<file path="src/rtl/load_store_unit.sv">
// Load/store unit: IDLE -> BUS -> DONE handshake, with byte-lane steering and load extension.
// Optional bus timeout abort is enabled by defining LSU_TIMEOUT_EN.
module load_store_unit #(
  parameter int unsigned TIMEOUT_CYCLES = 16
) (
  input  logic        clk,
  input  logic        rst,
  input  logic        req_valid,
  input  logic        MemRw,
  input  logic [2:0]  LoadStoreMode,
  input  logic [31:0] addr,
  input  logic [31:0] wdata,
  output logic [31:0] rdata_out,
  output logic        lsu_busy,
  output logic        done,
  output logic        misaligned,
  output logic        bus_err,
  output logic        bus_req,
  output logic        bus_we,
  output logic [31:0] bus_addr,
  output logic [3:0]  bus_be,
  output logic [31:0] bus_wdata,
  input  logic        bus_ack,
  input  logic [31:0] bus_rdata
);

  localparam logic [1:0] ST_IDLE = 2'd0;
  localparam logic [1:0] ST_BUS  = 2'd1;
  localparam logic [1:0] ST_DONE = 2'd2;

  logic [1:0]  r_state;
  logic [2:0]  r_mode;
  logic [1:0]  r_addr_lo;
  logic        r_bus_we;
  logic [31:0] r_bus_addr;
  logic [3:0]  r_bus_be;
  logic [31:0] r_bus_wdata;
  logic [31:0] r_rdata;
  logic        r_misaligned;
  logic        r_bus_err;

  logic        w_is_half;
  logic        w_is_word;
  logic        w_misaligned;
  logic [3:0]  w_be;
  logic [31:0] w_wdata;
  logic [7:0]  w_byte;
  logic [15:0] w_half;
  logic [31:0] w_load;
  logic        w_timeout;

  // mode[1] set covers W plus the reserved encodings 011/110/111, all handled as words
  assign w_is_word    = LoadStoreMode[1];
  assign w_is_half    = (LoadStoreMode[1:0] == 2'b01);
  assign w_misaligned = (w_is_half & addr[0]) | (w_is_word & (addr[1:0] != 2'b00));

  always_comb begin
    w_be    = 4'b1111;
    w_wdata = wdata;
    if (MemRw && !w_is_word) begin
      if (w_is_half) begin
        w_be    = 4'b0011 << addr[1:0];
        w_wdata = {2{wdata[15:0]}};
      end else begin
        w_be    = 4'b0001 << addr[1:0];
        w_wdata = {4{wdata[7:0]}};
      end
    end
  end

  always_comb begin
    w_byte = 8'h00;
    unique case (r_addr_lo)
      2'd0: w_byte = bus_rdata[7:0];
      2'd1: w_byte = bus_rdata[15:8];
      2'd2: w_byte = bus_rdata[23:16];
      2'd3: w_byte = bus_rdata[31:24];
      default: w_byte = 8'h00;
    endcase
  end

  assign w_half = r_addr_lo[1] ? bus_rdata[31:16] : bus_rdata[15:0];

  always_comb begin
    w_load = bus_rdata;
    if (!r_mode[1]) begin
      if (r_mode[0]) begin
        w_load = r_mode[2] ? {16'h0000, w_half} : {{16{w_half[15]}}, w_half};
      end else begin
        w_load = r_mode[2] ? {24'h000000, w_byte} : {{24{w_byte[7]}}, w_byte};
      end
    end
  end

`ifdef LSU_TIMEOUT_EN
  localparam int unsigned CntW = $clog2(TIMEOUT_CYCLES + 1);
  logic [CntW-1:0] r_cnt;

  assign w_timeout = (r_state == ST_BUS) && !bus_ack && (r_cnt == CntW'(TIMEOUT_CYCLES - 1));

  always_ff @(posedge clk) begin
    if (rst || (r_state != ST_BUS) || bus_ack || w_timeout) begin
      r_cnt <= '0;
    end else begin
      r_cnt <= r_cnt + CntW'(1);
    end
  end
`else
  logic w_unused_timeout;
  assign w_unused_timeout = |TIMEOUT_CYCLES;
  assign w_timeout        = 1'b0;
`endif

  always_ff @(posedge clk) begin
    if (rst) begin
      r_state      <= ST_IDLE;
      r_mode       <= 3'b000;
      r_addr_lo    <= 2'b00;
      r_bus_we     <= 1'b0;
      r_bus_addr   <= 32'h0;
      r_bus_be     <= 4'b0000;
      r_bus_wdata  <= 32'h0;
      r_rdata      <= 32'h0;
      r_misaligned <= 1'b0;
      r_bus_err    <= 1'b0;
    end else begin
      case (r_state)
        ST_IDLE: begin
          r_misaligned <= 1'b0;
          r_bus_err    <= 1'b0;
          if (req_valid) begin
            if (w_misaligned) begin
              r_state      <= ST_DONE;
              r_misaligned <= 1'b1;
              r_rdata      <= 32'h0;
            end else begin
              r_state     <= ST_BUS;
              r_mode      <= LoadStoreMode;
              r_addr_lo   <= addr[1:0];
              r_bus_we    <= MemRw;
              r_bus_addr  <= {addr[31:2], 2'b00};
              r_bus_be    <= w_be;
              r_bus_wdata <= w_wdata;
            end
          end
        end
        ST_BUS: begin
          if (bus_ack) begin
            r_state <= ST_DONE;
            if (!r_bus_we) begin
              r_rdata <= w_load;
            end
          end else if (w_timeout) begin
            r_state   <= ST_DONE;
            r_bus_err <= 1'b1;
            r_rdata   <= 32'h0;
          end
        end
        ST_DONE: begin
          r_state      <= ST_IDLE;
          r_misaligned <= 1'b0;
          r_bus_err    <= 1'b0;
        end
        default: r_state <= ST_IDLE;
      endcase
    end
  end

  assign lsu_busy   = ((r_state == ST_IDLE) && req_valid) || (r_state == ST_BUS);
  assign done       = (r_state == ST_DONE);
  assign misaligned = r_misaligned;
  assign bus_err    = r_bus_err;
  assign bus_req    = (r_state == ST_BUS);
  assign bus_we     = r_bus_we;
  assign bus_addr   = r_bus_addr;
  assign bus_be     = r_bus_be;
  assign bus_wdata  = r_bus_wdata;
  assign rdata_out  = r_rdata;

endmodule
</file>
<file path="config.mk">
export PLATFORM = sky130hd
export DESIGN_NAME = load_store_unit
export DESIGN_NICKNAME = d
export VERILOG_FILES = /design/src/rtl/load_store_unit.sv
export SDC_FILE = /design/constraint.sdc
export NUM_CORES = 1
export LEC_CHECK = 0
export ABC_AREA = 1
export BUFFER_PORTS_ARGS = -buffer_cell sky130_fd_sc_hd__buf_4
export CAP_MARGIN = 20
export CORE_MARGIN = 2
export CORE_UTILIZATION = 40
export CTS_BUF_LIST = sky130_fd_sc_hd__clkbuf_16
export DETAILED_ROUTE_END_ITERATION = 8
export GPL_TIMING_DRIVEN = 0
export PLACE_DENSITY = 0.69
export SLEW_MARGIN = 20
export SYNTH_ARGS = -nofsm -noshare
export SYNTH_HDL_FRONTEND = slang
export SYNTH_SLANG_ARGS = --single-unit
</file>
<file path="constraint.sdc">
create_clock -name clk -period 2.25 [get_ports clk]
set_input_delay 0.45 -clock clk [delete_from_list [all_inputs] [get_ports clk]]
set_output_delay 0.45 -clock clk [all_outputs]
set_load 0.01 [all_outputs]
</file>
# After elaboration in Yosys (flattened, before gate mapping)
# Index checks and enable logic that the tools add are counted.
# totals
ff_bits	107
mem_bits_ro	0
latchBits	0
mem_bits_rw	0
wordCells	59
mem_count	0
# op_classes
bitwise	4
add_sub_neg	0
eq_ne	10
reduce_logical	12
shifts	2
n_div	0
mul	0
muxes	22
magnitude_cmp	0
# ops
operator	n
32-bit 2-to-1 mux	10
32-bit one-hot mux with 2 select lines	1
8-bit one-hot mux with 4 select lines	1
16-bit 2-to-1 mux	1
4-bit 2-to-1 mux	2
2-bit by 1-bit equality test with 1-bit output (second input constant)	3
2-bit equality test (second input constant)	3
2-bit 2-to-1 mux	3
2-bit != test (second input constant)	3
2-bit nonzero test	3
5-bit AND reduction	1
2-bit zero test	2
2-bit one-hot mux with 2 select lines	1
1-bit by 2-bit left shift with 4-bit output (first input constant)	1
2-bit by 2-bit left shift with 4-bit output (first input constant)	1
3-bit AND reduction	1
1-bit AND	2
1-bit logical AND	2
1-bit 2-to-1 mux	2
2-bit by 1-bit != test with 1-bit output (second input constant)	1
1-bit one-hot mux with 2 select lines	1
2-bit AND reduction	1
1-bit zero test	1
1-bit logical OR	1
2 further kinds	2

# Logic depth before layout (Yosys ltp)
# Gate-level depths: netlist (run 1).
# logic_depth
word_depth	8
mapped_depth	12

# Worst setup path after synthesis (run 1)
# Ideal clock, no wire load.
# synth_path
path_type	input -> register
start	in LoadStoreMode[0]
end	reg r_rdata[10] (netlist: rdata_out[10])
setup_ns	0.119
path_stages	10
arrival_ns	1.433
setup_slack_ns	0.697
t_required_ns	2.131
cell_sequence	buf_6 > inv_2 > nor2_2 > nand2_2 > nand2_4 > nor2_8 > nor3_4 > buf_2 > buf_4 > a21oi_1
# synth_via
elab_chain_cells	5
# synth_rtl
item	line_no	text
start: declaration	10	input logic [2:0] LoadStoreMode,
2-bit by 1-bit equality test with 1-bit output	54	assign w_is_half = (LoadStoreMode[1:0] == 2'b01);
1-bit AND	55	assign w_misaligned = (w_is_half & addr[0]) | (w_is_word & (addr[1:0] != 2'b00));
1-bit bitwise OR	55	
2-bit != test (no line)	--	
5-bit AND reduction (no line)	--	
end signal: assignment	151	r_rdata <= w_load;
end: declaration	38	logic [31:0] r_rdata;
# No other way between the ends.
# A chain may end at the register's enable or synchronous reset.

# Worst setup path after layout (run 1)
# layout_path
start	reg r_state[1]
end	out bus_req
# layout_via
elab_chain_cells	1
# layout_rtl
item	line_no	text
start: declaration	31	logic [1:0] r_state;
start signal: assignment	116	r_state <= ST_IDLE;
start signal: assignment	133	r_state <= ST_DONE;
start signal: assignment	137	r_state <= ST_BUS;
2-bit by 1-bit equality test with 1-bit output	173	assign bus_req = (r_state == ST_BUS);
end: declaration	18	output logic bus_req,
# No other way between the ends.

==> impl_metrics.json, run 1 <==
{
  "dr.pass1.iters": 5,
  "die-area_um2": 13100,
  "synth_compound_area_frac": 0.237,
  "layout.cells.most_common": "buf_4",
  "avgSynthCellArea_um2": 7.08,
  "synth_top_family_by_area": "compound AO/OA/AOI/OAI gates",
  "drc": 0,
  "antenna_found_initial": 0,
  "worstHoldStart": "addr[6]",
  "synth_enable_flop_cells": 0,
  "placed_cell_area_um2": 6590,
  "grt_max_degree": 19,
  "synth_mux_area_frac": 0,
  "cts_sinks": 107,
  "fp.dieW_um": 114,
  "yosysWarnings": 0,
  "holdWs_ns": 0.349,
  "ys_async_sr_fraction": 0,
  "fin_crit_sh": 0.925,
  "grt_pass1_wl_um": 24700,
  "synth_fa_ha_area_frac": 0,
  "htreeDepth": 3,
  "wirelength_um": 15900,
  "clock_latency_ns": 0.35,
  "post-route-cell-area_um2": 6910,
  "hold_depth": 3,
  "cts-root-buf": "clkbuf_16",
  "slew_headroom": 0.615,
  "crit_type": "flip-flop to output pin",
  "rrSetupSlack_ns": 0.57,
  "synth_simple_gate_area_frac": 0.233,
  "setup.worst_path.start": "r_state[1]$_SDFFE_PP0P_",
  "worstPathRequired_ns": 1.80,
  "gr-total-overflow": 0,
  "tns_ns": 0,
  "ant_nets": 0,
  "regToRegStartpoint": "r_state[1]$_SDFFE_PP0P_",
  "fin_util": 0.578,
  "synth_area_um2": 4860,
  "leakagePower_nw": 3.25,
  "ys_seq_area_frac": 0.440,
  "ff2ff_path_depth": 8,
  "fin_skew_ns": 0.00848,
  "die_h_um": 114,
  "final-setup-viol-count": 0,
  "synth-xor-area-share": 0,
  "hpwl_um": 12100,
  "hold_buffers": 0,
  "p_per_area_nw_per_um2": 745,
  "worst_pin_slew_ns": 0.577,
  "fmax_ghz": 0.480,
  "cts_inserted_buffers": 9,
  "min_period_ns": 2.08,
  "grt.total_usage": 0.240,
  "rows": 40,
  "final_cell_mix": "buf_4 (214), nand2_1 (126), o21ai_0 (115)",
  "critPathLaunchType": "flip-flop",
  "ys_ff_latch": 107,
  "pre_cts_ws_ns": 0.150,
  "synth.distinct_cells": 30,
  "drv_slew": 0,
  "ys_dominant_reg_cell": "dfxtp_1",
  "vias_per_cell": 5.01,
  "end_kind": "output pin",
  "drt_iter0_drc": 276,
  "gp_congestion": 0.895,
  "holdPathEnd": "bus_addr[6]$_SDFFE_PP0P_",
  "vias": 5288,
  "r2r-end": "rdata_out[25]$_SDFFE_PP0P_",
  "core_um2": 12000,
  "clk_pin_slew_ns": 0.08,
  "drv_cap": 0,
  "drive_gt1_frac": 0.294,
  "clockBufferDepth": 2,
  "port-buffer-count": 204,
  "n_fill_cell": 1210,
  "finalHoldViolations": 0,
  "cts_tree": "built",
  "grt_pass1_vias": 4804,
  "nets": 1008,
  "start_util": 0.407,
  "run_status": "completed",
  "syn_inst": 687,
  "crit_arrival_ns": 1.63,
  "diodes": 0,
  "hold_class": "primary input to flip-flop",
  "wl_per_cell_um": 15.1,
  "vdd_drop_max_uv": 328,
  "setup_ws_ns": 0.168,
  "syn2layout_area_growth_pct": 42.1,
  "io-pin-count": 210,
  "crit_path_max_fanout": 10,
  "rsz0062_at_grt": "false"
}
area by class of cell:
type	instances	area, µm²	share of cell area
Buffer	52	290	0.0420
Clock inverter	7	97.6	0.0141
Clock buffer	9	225	0.0326
Multi-Input combinational cell	492	2300	0.333
Inverter	38	143	0.0206
Timing Repair Buffer	204	1530	0.222
Sequential cell	107	2140	0.310
Tap cell	147	184	0.0266
what timing repair did:
item	CTS	global route
setup buffers	0	0
setup endpoints to repair	1	0
resized for setup	1	0
how the worst max path moves through the flow:
stage,depth (start not counted),slack (ns),endpoint
after floorplan,10,0.70,rdata_out[10]$_SDFFE_PP0P_
after global placement,6,0.20,bus_addr[24]$_SDFFE_PP0P_
after detailed placement,6,0.15,bus_addr[24]$_SDFFE_PP0P_
after CTS,6,0.16,lsu_busy
after global routing,5,0.04,bus_req
final,5,0.17,bus_req
routing by layer:
metal  up-vias  wire, µm  track usage
met3        12      1140       0.0519
met1      2395      7400        0.331
met2       175      7230        0.379
li1       2706         -            -
met5         -         0            0
met4         0       153       0.0667
Yosys cell counts, types with 5 or more instances:
cell type,count,area [µm²]
nand2_1,126,473
o21ai_0,115,576
nor2_1,114,428
dfxtp_1,107,2140
a21oi_1,51,255
inv_1,32,120
a31oi_1,28,175
clkbuf_1,25,93.8
nand3_1,19,95.1
buf_4,10,75.1
buf_2,9,45.0
o211ai_1,8,60.1
or2_2,8,50.1
buf_6,6,67.6
o31ai_1,6,45.0
inv_2,5,18.8
through the flow:
stage                     total power [mW]  cells
after floorplan                       2.85    689
after global placement                3.45   1040
after detailed placement              3.45   1040
after CTS                             5.18   1056
after global routing                  5.39   1056
final                                 5.15   1056
cell families after synthesis:
group,count (synthesis)
buffers and inverters,90
and+or+nand+nor,275
DFF,107
other,1
AOI/OAI and AO/OA,214
report_power, final:
group | leakage, nW | switching, mW | internal, mW
Sequential | 0.880 | 0.0919 | 2.07
Clock | 0.158 | 0.745 | 0.985
Combinational | 2.21 | 0.696 | 0.561
sequential cells by signal, summed over array words and instances, names as in the netlist:
| name | count |
|---|---|
| misaligned | 1 |
| bus_addr | 30 |
| rdata_out | 32 |
| bus_be | 4 |
| r_state | 2 |
| r_mode | 3 |
| bus_we | 1 |
| bus_wdata | 32 |
| r_addr_lo | 2 |
worst max-delay path, stage by stage (launching register included):
cell,delay [ns]
dfxtp_1,0.34
inv_1,0.06
nand2_1,0.08
buf_2,0.24
clkinv_1,0.32
buf_4,0.26
Power figures use the tool's default switching activity.
==> run 2: changes to the inputs <==
--- a/config.mk
+++ b/config.mk
@@ -8,7 +8,7 @@
 export ABC_AREA = 1
 export BUFFER_PORTS_ARGS = -buffer_cell sky130_fd_sc_hd__buf_4
 export CAP_MARGIN = 20
-export CORE_MARGIN = 2
+export CORE_MARGIN = 8
 export CORE_UTILIZATION = 40
 export CTS_BUF_LIST = sky130_fd_sc_hd__clkbuf_16
 export DETAILED_ROUTE_END_ITERATION = 8
==> run 2 against run 1 <==
First-iteration DRC count is 31% higher. Non-clock buffer count is the same. Clock skew fell by 0.0037 ns. Sequential share of layout area up 0.14 points.
==> impl_metrics.json, run 2 (same netlist as run 1, synthesis figures left out) <==
{
  "run_status": "completed",
  "setup.worst_path.start": "r_state[1]$_SDFFE_PP0P_",
  "gp_congestion": 0.889,
  "die_h_um": 126,
  "crit_path_max_fanout": 10,
  "cts_inserted_buffers": 9,
  "grt.total_usage": 0.213,
  "rrSetupSlack_ns": 0.55,
  "multi_input_area_um2": 2300,
  "worst_pin_slew_ns": 0.575,
  "crit_path_end": "bus_req",
  "r2r-end": "rdata_out[30]$_SDFFE_PP0P_",
  "clock_latency_ns": 0.35,
  "ant_nets": 0,
  "fin_crit_sh": 0.926,
  "wl_per_cell_um": 16.5,
  "worstPathRequired_ns": 1.80,
  "vdd_drop_max_uv": 497,
  "fin_skew_ns": 0.00476,
  "n_fill_cell": 1194,
  "drc": 0,
  "antenna_found_initial": 0,
  "drv_slew": 0,
  "diodes": 0,
  "fp.dieW_um": 126,
  "leakagePower_nw": 3.24,
  "start_util": 0.407,
  "critPathLaunchType": "flip-flop",
  "clockBufferDepth": 2,
  "final-setup-viol-count": 0,
  "grt_pass1_wl_um": 27200,
  "cp_slowest_cell": "dfxtp_1",
  "io-pin-count": 210,
  "tns_ns": 0,
  "hpwl_um": 13400,
  "end_kind": "output pin",
  "p_per_area_nw_per_um2": 730,
  "final-seq-area_um2": 2140,
  "finalHoldViolations": 0,
  "cp.depth": 5,
  "grt_max_degree": 18,
  "core_um2": 12000,
  "drt_iter0_drc": 362,
  "syn2layout_area_growth_pct": 41.5,
  "cp_cell_sequence": "inv_1 -> nand2_1 -> buf_2 -> clkinv_1 -> buf_4",
  "dr.pass1.iters": 5,
  "cts_sinks": 107,
  "fmax_ghz": 0.480,
  "rows": 40,
  "crit_arrival_ns": 1.63,
  "vias": 5299,
  "hold_class": "primary input to flip-flop",
  "crit_buf_inv": 4,
  "die-area_um2": 15900,
  "pre_cts_ws_ns": 0.164,
  "crit_type": "flip-flop to output pin",
  "rsz0062_at_grt": "false",
  "ff2ff_path_depth": 8,
  "port-buffer-count": 204,
  "drv_cap": 0,
  "regToRegStartpoint": "r_state[1]$_SDFFE_PP0P_",
  "min_period_ns": 2.08,
  "cp_slowest_stage_delay_ns": 0.34,
  "vias_per_cell": 5.02,
  "layout.cells.most_common": "buf_4",
  "gr-total-overflow": 0,
  "hold_buffers": 0,
  "grt_pass1_vias": 5062,
  "final_cell_mix": "buf_4 (214), nand2_1 (126), o21ai_0 (115)",
  "drive_gt1_frac": 0.292,
  "cts-root-buf": "clkbuf_16",
  "wirelength_um": 17400,
  "postCtsSetupBuffers": 0,
  "slew_headroom": 0.616,
  "cp_top_family": "buffers and inverters",
  "holdWs_ns": 0.341,
  "cts_tree": "built",
  "htreeDepth": 3,
  "nets": 1008,
  "setup_ws_ns": 0.166,
  "clk_pin_slew_ns": 0.07
}
-- run 2: changes by cell type in the layout (fill, tap and decap cells not counted), sizes merged --
cell	before	now
inv	39	38
clkinv	3	6
clkinvlp	1	0
bufinv	2	1
-- run 2: worst reg2reg max path: cells and delay by family, from the launching register on --
| kind | cells | cell delay, ns |
|---|---|---|
| AOI/OAI and AO/OA | 1 | 0.09 |
| and+or+nand+nor | 3 | 0.40 |
| DFF | 1 | 0.34 |
| buffers and inverters | 4 | 0.77 |
-- run 2: per-stage QoR --
stage               instances  cell area, µm²  total power [mW]   util
finish                   1056            6880              5.03  0.575
global route             1056            6880              5.28  0.575
CTS                      1056            6880              5.06  0.575
detailed placement       1040            6590              3.47  0.551
global placement         1040            6590              3.46  0.551
floorplan                 689            4870              2.85      -
-- run 2: how the worst min path moves through the flow --
stage / endpoint / depth (start not counted) / from
after global routing: bus_addr[9]$_SDFFE_PP0P_ / 3 / addr[9]
after global placement: misaligned$_SDFFE_PP0P_ / 2 / misaligned$_SDFFE_PP0P_
after floorplan: r_mode[2]$_SDFFE_PP0P_ / 2 / r_mode[2]$_SDFFE_PP0P_
after CTS: bus_addr[10]$_SDFFE_PP0P_ / 3 / addr[10]
final: bus_addr[10]$_SDFFE_PP0P_ / 3 / addr[10]
after detailed placement: rdata_out[3]$_SDFFE_PP0P_ / 2 / rdata_out[3]$_SDFFE_PP0P_
-- run 2: routing by layer --
layer,up-vias,part of all wire,GRT usage
li1,2702,-,-
met1,2392,0.43,0.263
met2,188,0.46,0.337
met3,17,0.099,0.0814
met4,0,0.013,0.0616
met5,-,0,0
-- run 2: cell type report --
type                    count  area share
plain buffers              52      0.0422
clock buffers               9      0.0327
clock inverters             7     0.00982
inverters                  38      0.0207
multi-input cells         492       0.334
flip-flops and latches    107       0.311
well taps                 147      0.0267
repair buffers            204       0.223
-- run 2: repair_timing --
item / CTS / global route
setup endpoints to repair: 1 / 0
resized for setup: 1 / 0
endpoints found under the hold margin: 0 / 0
-- run 2: power breakdown --
part	leakage, nW	total (mW)	internal [mW]	switching (mW)
clock	0.146	1.60	0.862	0.736
combinational	2.21	1.27	0.561	0.708
sequential	0.880	2.16	2.07	0.0908
==> run 3: changes to the inputs <==
--- a/config.mk
+++ b/config.mk
@@ -8,7 +8,7 @@
 export ABC_AREA = 1
 export BUFFER_PORTS_ARGS = -buffer_cell sky130_fd_sc_hd__buf_4
 export CAP_MARGIN = 20
-export CORE_MARGIN = 8
+export CORE_ASPECT_RATIO = 1.2
 export CORE_UTILIZATION = 40
 export CTS_BUF_LIST = sky130_fd_sc_hd__clkbuf_16
 export DETAILED_ROUTE_END_ITERATION = 8
==> run 3 against run 2 <==
Non-clock buffer count unchanged. Worst setup slack worse by 0.0094 ns. Sequential share of layout area is 0.090 points lower. Critical path depth is 1 higher. Routed wire length shrank 3.2%. Design area increased by 0.29%. Core utilization increased by 1.3 points. Sequential power about the same. Count of clock-buffer cells in the layout unchanged. Critical path type unchanged. Critical endpoint is now lsu_busy. Highest routed layer unchanged.
==> impl_metrics.json, run 3 (same netlist as run 1, synthesis figures left out) <==
{
  "run_status": "completed",
  "crit_path_max_fanout": 10,
  "fp.dieW_um": 103,
  "htreeDepth": 3,
  "tns_ns": 0,
  "grt_pass1_wl_um": 25700,
  "hpwl_um": 13000,
  "vias": 5484,
  "min_period_ns": 2.09,
  "rows": 43,
  "layout.cells.most_common": "buf_4",
  "syn2layout_area_growth_pct": 41.9,
  "ant_nets": 0,
  "worstPathRequired_ns": 1.80,
  "leakagePower_nw": 3.23,
  "cts-root-buf": "clkbuf_16",
  "vdd_drop_max_uv": 335,
  "wl_per_cell_um": 15.8,
  "p_per_area_nw_per_um2": 732,
  "ff2ff_path_depth": 8,
  "grt_max_degree": 19,
  "hold_depth": 3,
  "top_usage_layer": "met2",
  "diodes": 0,
  "fin_crit_sh": 0.930,
  "die-area_um2": 12600,
  "vias_per_cell": 5.14,
  "cts_inserted_buffers": 9,
  "crit_type": "flip-flop to output pin",
  "gp_congestion": 0.871,
  "holdPathEnd": "bus_addr[7]$_SDFFE_PP0P_",
  "start_util": 0.415,
  "slew_headroom": 0.643,
  "cts_tree": "built",
  "port-buffer-count": 204,
  "io-pin-count": 210,
  "drc": 0,
  "antenna_found_initial": 0,
  "finalHoldViolations": 0,
  "final-setup-viol-count": 0,
  "worst_pin_slew_ns": 0.536,
  "worstHoldStart": "addr[7]",
  "drv_slew": 0,
  "fmax_ghz": 0.478,
  "drv_cap": 0,
  "drt_iter0_drc": 219,
  "clk_pin_slew_ns": 0.07,
  "use_met3": 0.0729,
  "rrSetupSlack_ns": 0.50,
  "wirelength_um": 16800,
  "postCtsSetupBuffers": 0,
  "dr.pass1.iters": 5,
  "setup_ws_ns": 0.157,
  "gr-total-overflow": 0,
  "use_met1": 0.306,
  "end_kind": "output pin",
  "r2r-end": "rdata_out[15]$_SDFFE_PP0P_",
  "drive_gt1_frac": 0.293,
  "regToRegStartpoint": "r_state[1]$_SDFFE_PP0P_",
  "fin_skew_ns": 0.00680,
  "hold_class": "primary input to flip-flop",
  "grt.total_usage": 0.268,
  "cts_sinks": 107,
  "pre_cts_ws_ns": 0.152,
  "rsz0062_at_grt": "false",
  "met2_usage": 0.469,
  "core_um2": 11700,
  "nets": 1008,
  "final_cell_mix": "buf_4 (214), nand2_1 (126), o21ai_0 (115)",
  "die_h_um": 123,
  "crit_arrival_ns": 1.64,
  "clock_latency_ns": 0.35,
  "clockBufferDepth": 2,
  "critPathLaunchType": "flip-flop",
  "grt_pass1_vias": 5156
}
[run 3: worst max-delay path, cell delays in order (launching register included)]
cell and delay (ns):
dfxtp_1 0.34, inv_1 0.06, nand2_1 0.07, buf_2 0.24
clkbuf_2 0.30, nand2_1 0.12, buf_4 0.16
[run 3: metrics by stage]
step	hold slack, ns	power, mW	utilization	cell area, µm²	std cells
after detailed placement	0.451	3.47	0.563	6600	1050
after floorplan	0.450	2.85	-	4870	689
after global placement	0.449	3.44	0.563	6600	1050
final	0.345	5.05	0.588	6900	1066
after CTS	0.340	5.08	0.588	6900	1066
after global routing	0.357	5.30	0.588	6900	1066
[run 3: metal layers]
layer	vias up	wire [µm]
met5	-	0
met4	0	409
met3	28	1310
met2	225	8310
met1	2523	6790
li1	2708	-
[run 3: worst max path at each step]
stage,startpoint,endpoint,slack [ns],cells after the start
floorplan,LoadStoreMode[0],rdata_out[10]$_SDFFE_PP0P_,0.70,10
global placement,rst,bus_addr[27]$_SDFFE_PP0P_,0.19,6
detailed placement,rst,bus_addr[27]$_SDFFE_PP0P_,0.15,6
CTS,r_state[1]$_SDFFE_PP0P_,lsu_busy,0.15,6
global route,r_state[1]$_SDFFE_PP0P_,lsu_busy,0.04,6
finish,r_state[1]$_SDFFE_PP0P_,lsu_busy,0.16,6
[run 3: cell type report]
type / count / area (µm²)
clock buffer: 9 / 225
sequential: 107 / 2140
fill: 1173 / 4830
timing repair buffer: 204 / 1530
inverter: 38 / 143
buffer: 52 / 290
multi-input combinational: 492 / 2300
clock inverter: 7 / 75.1
tap: 157 / 196
[run 3: timing repair]
action / in CTS / in global routing
gates resized for setup: 1 / 0
hold buffers: 0 / 0
endpoints found under the setup margin: 1 / 0
[run 3: power by group]
group | switching (mW) | internal (mW)
clock | 0.751 | 0.870
sequential | 0.0957 | 2.07
combinational | 0.707 | 0.561
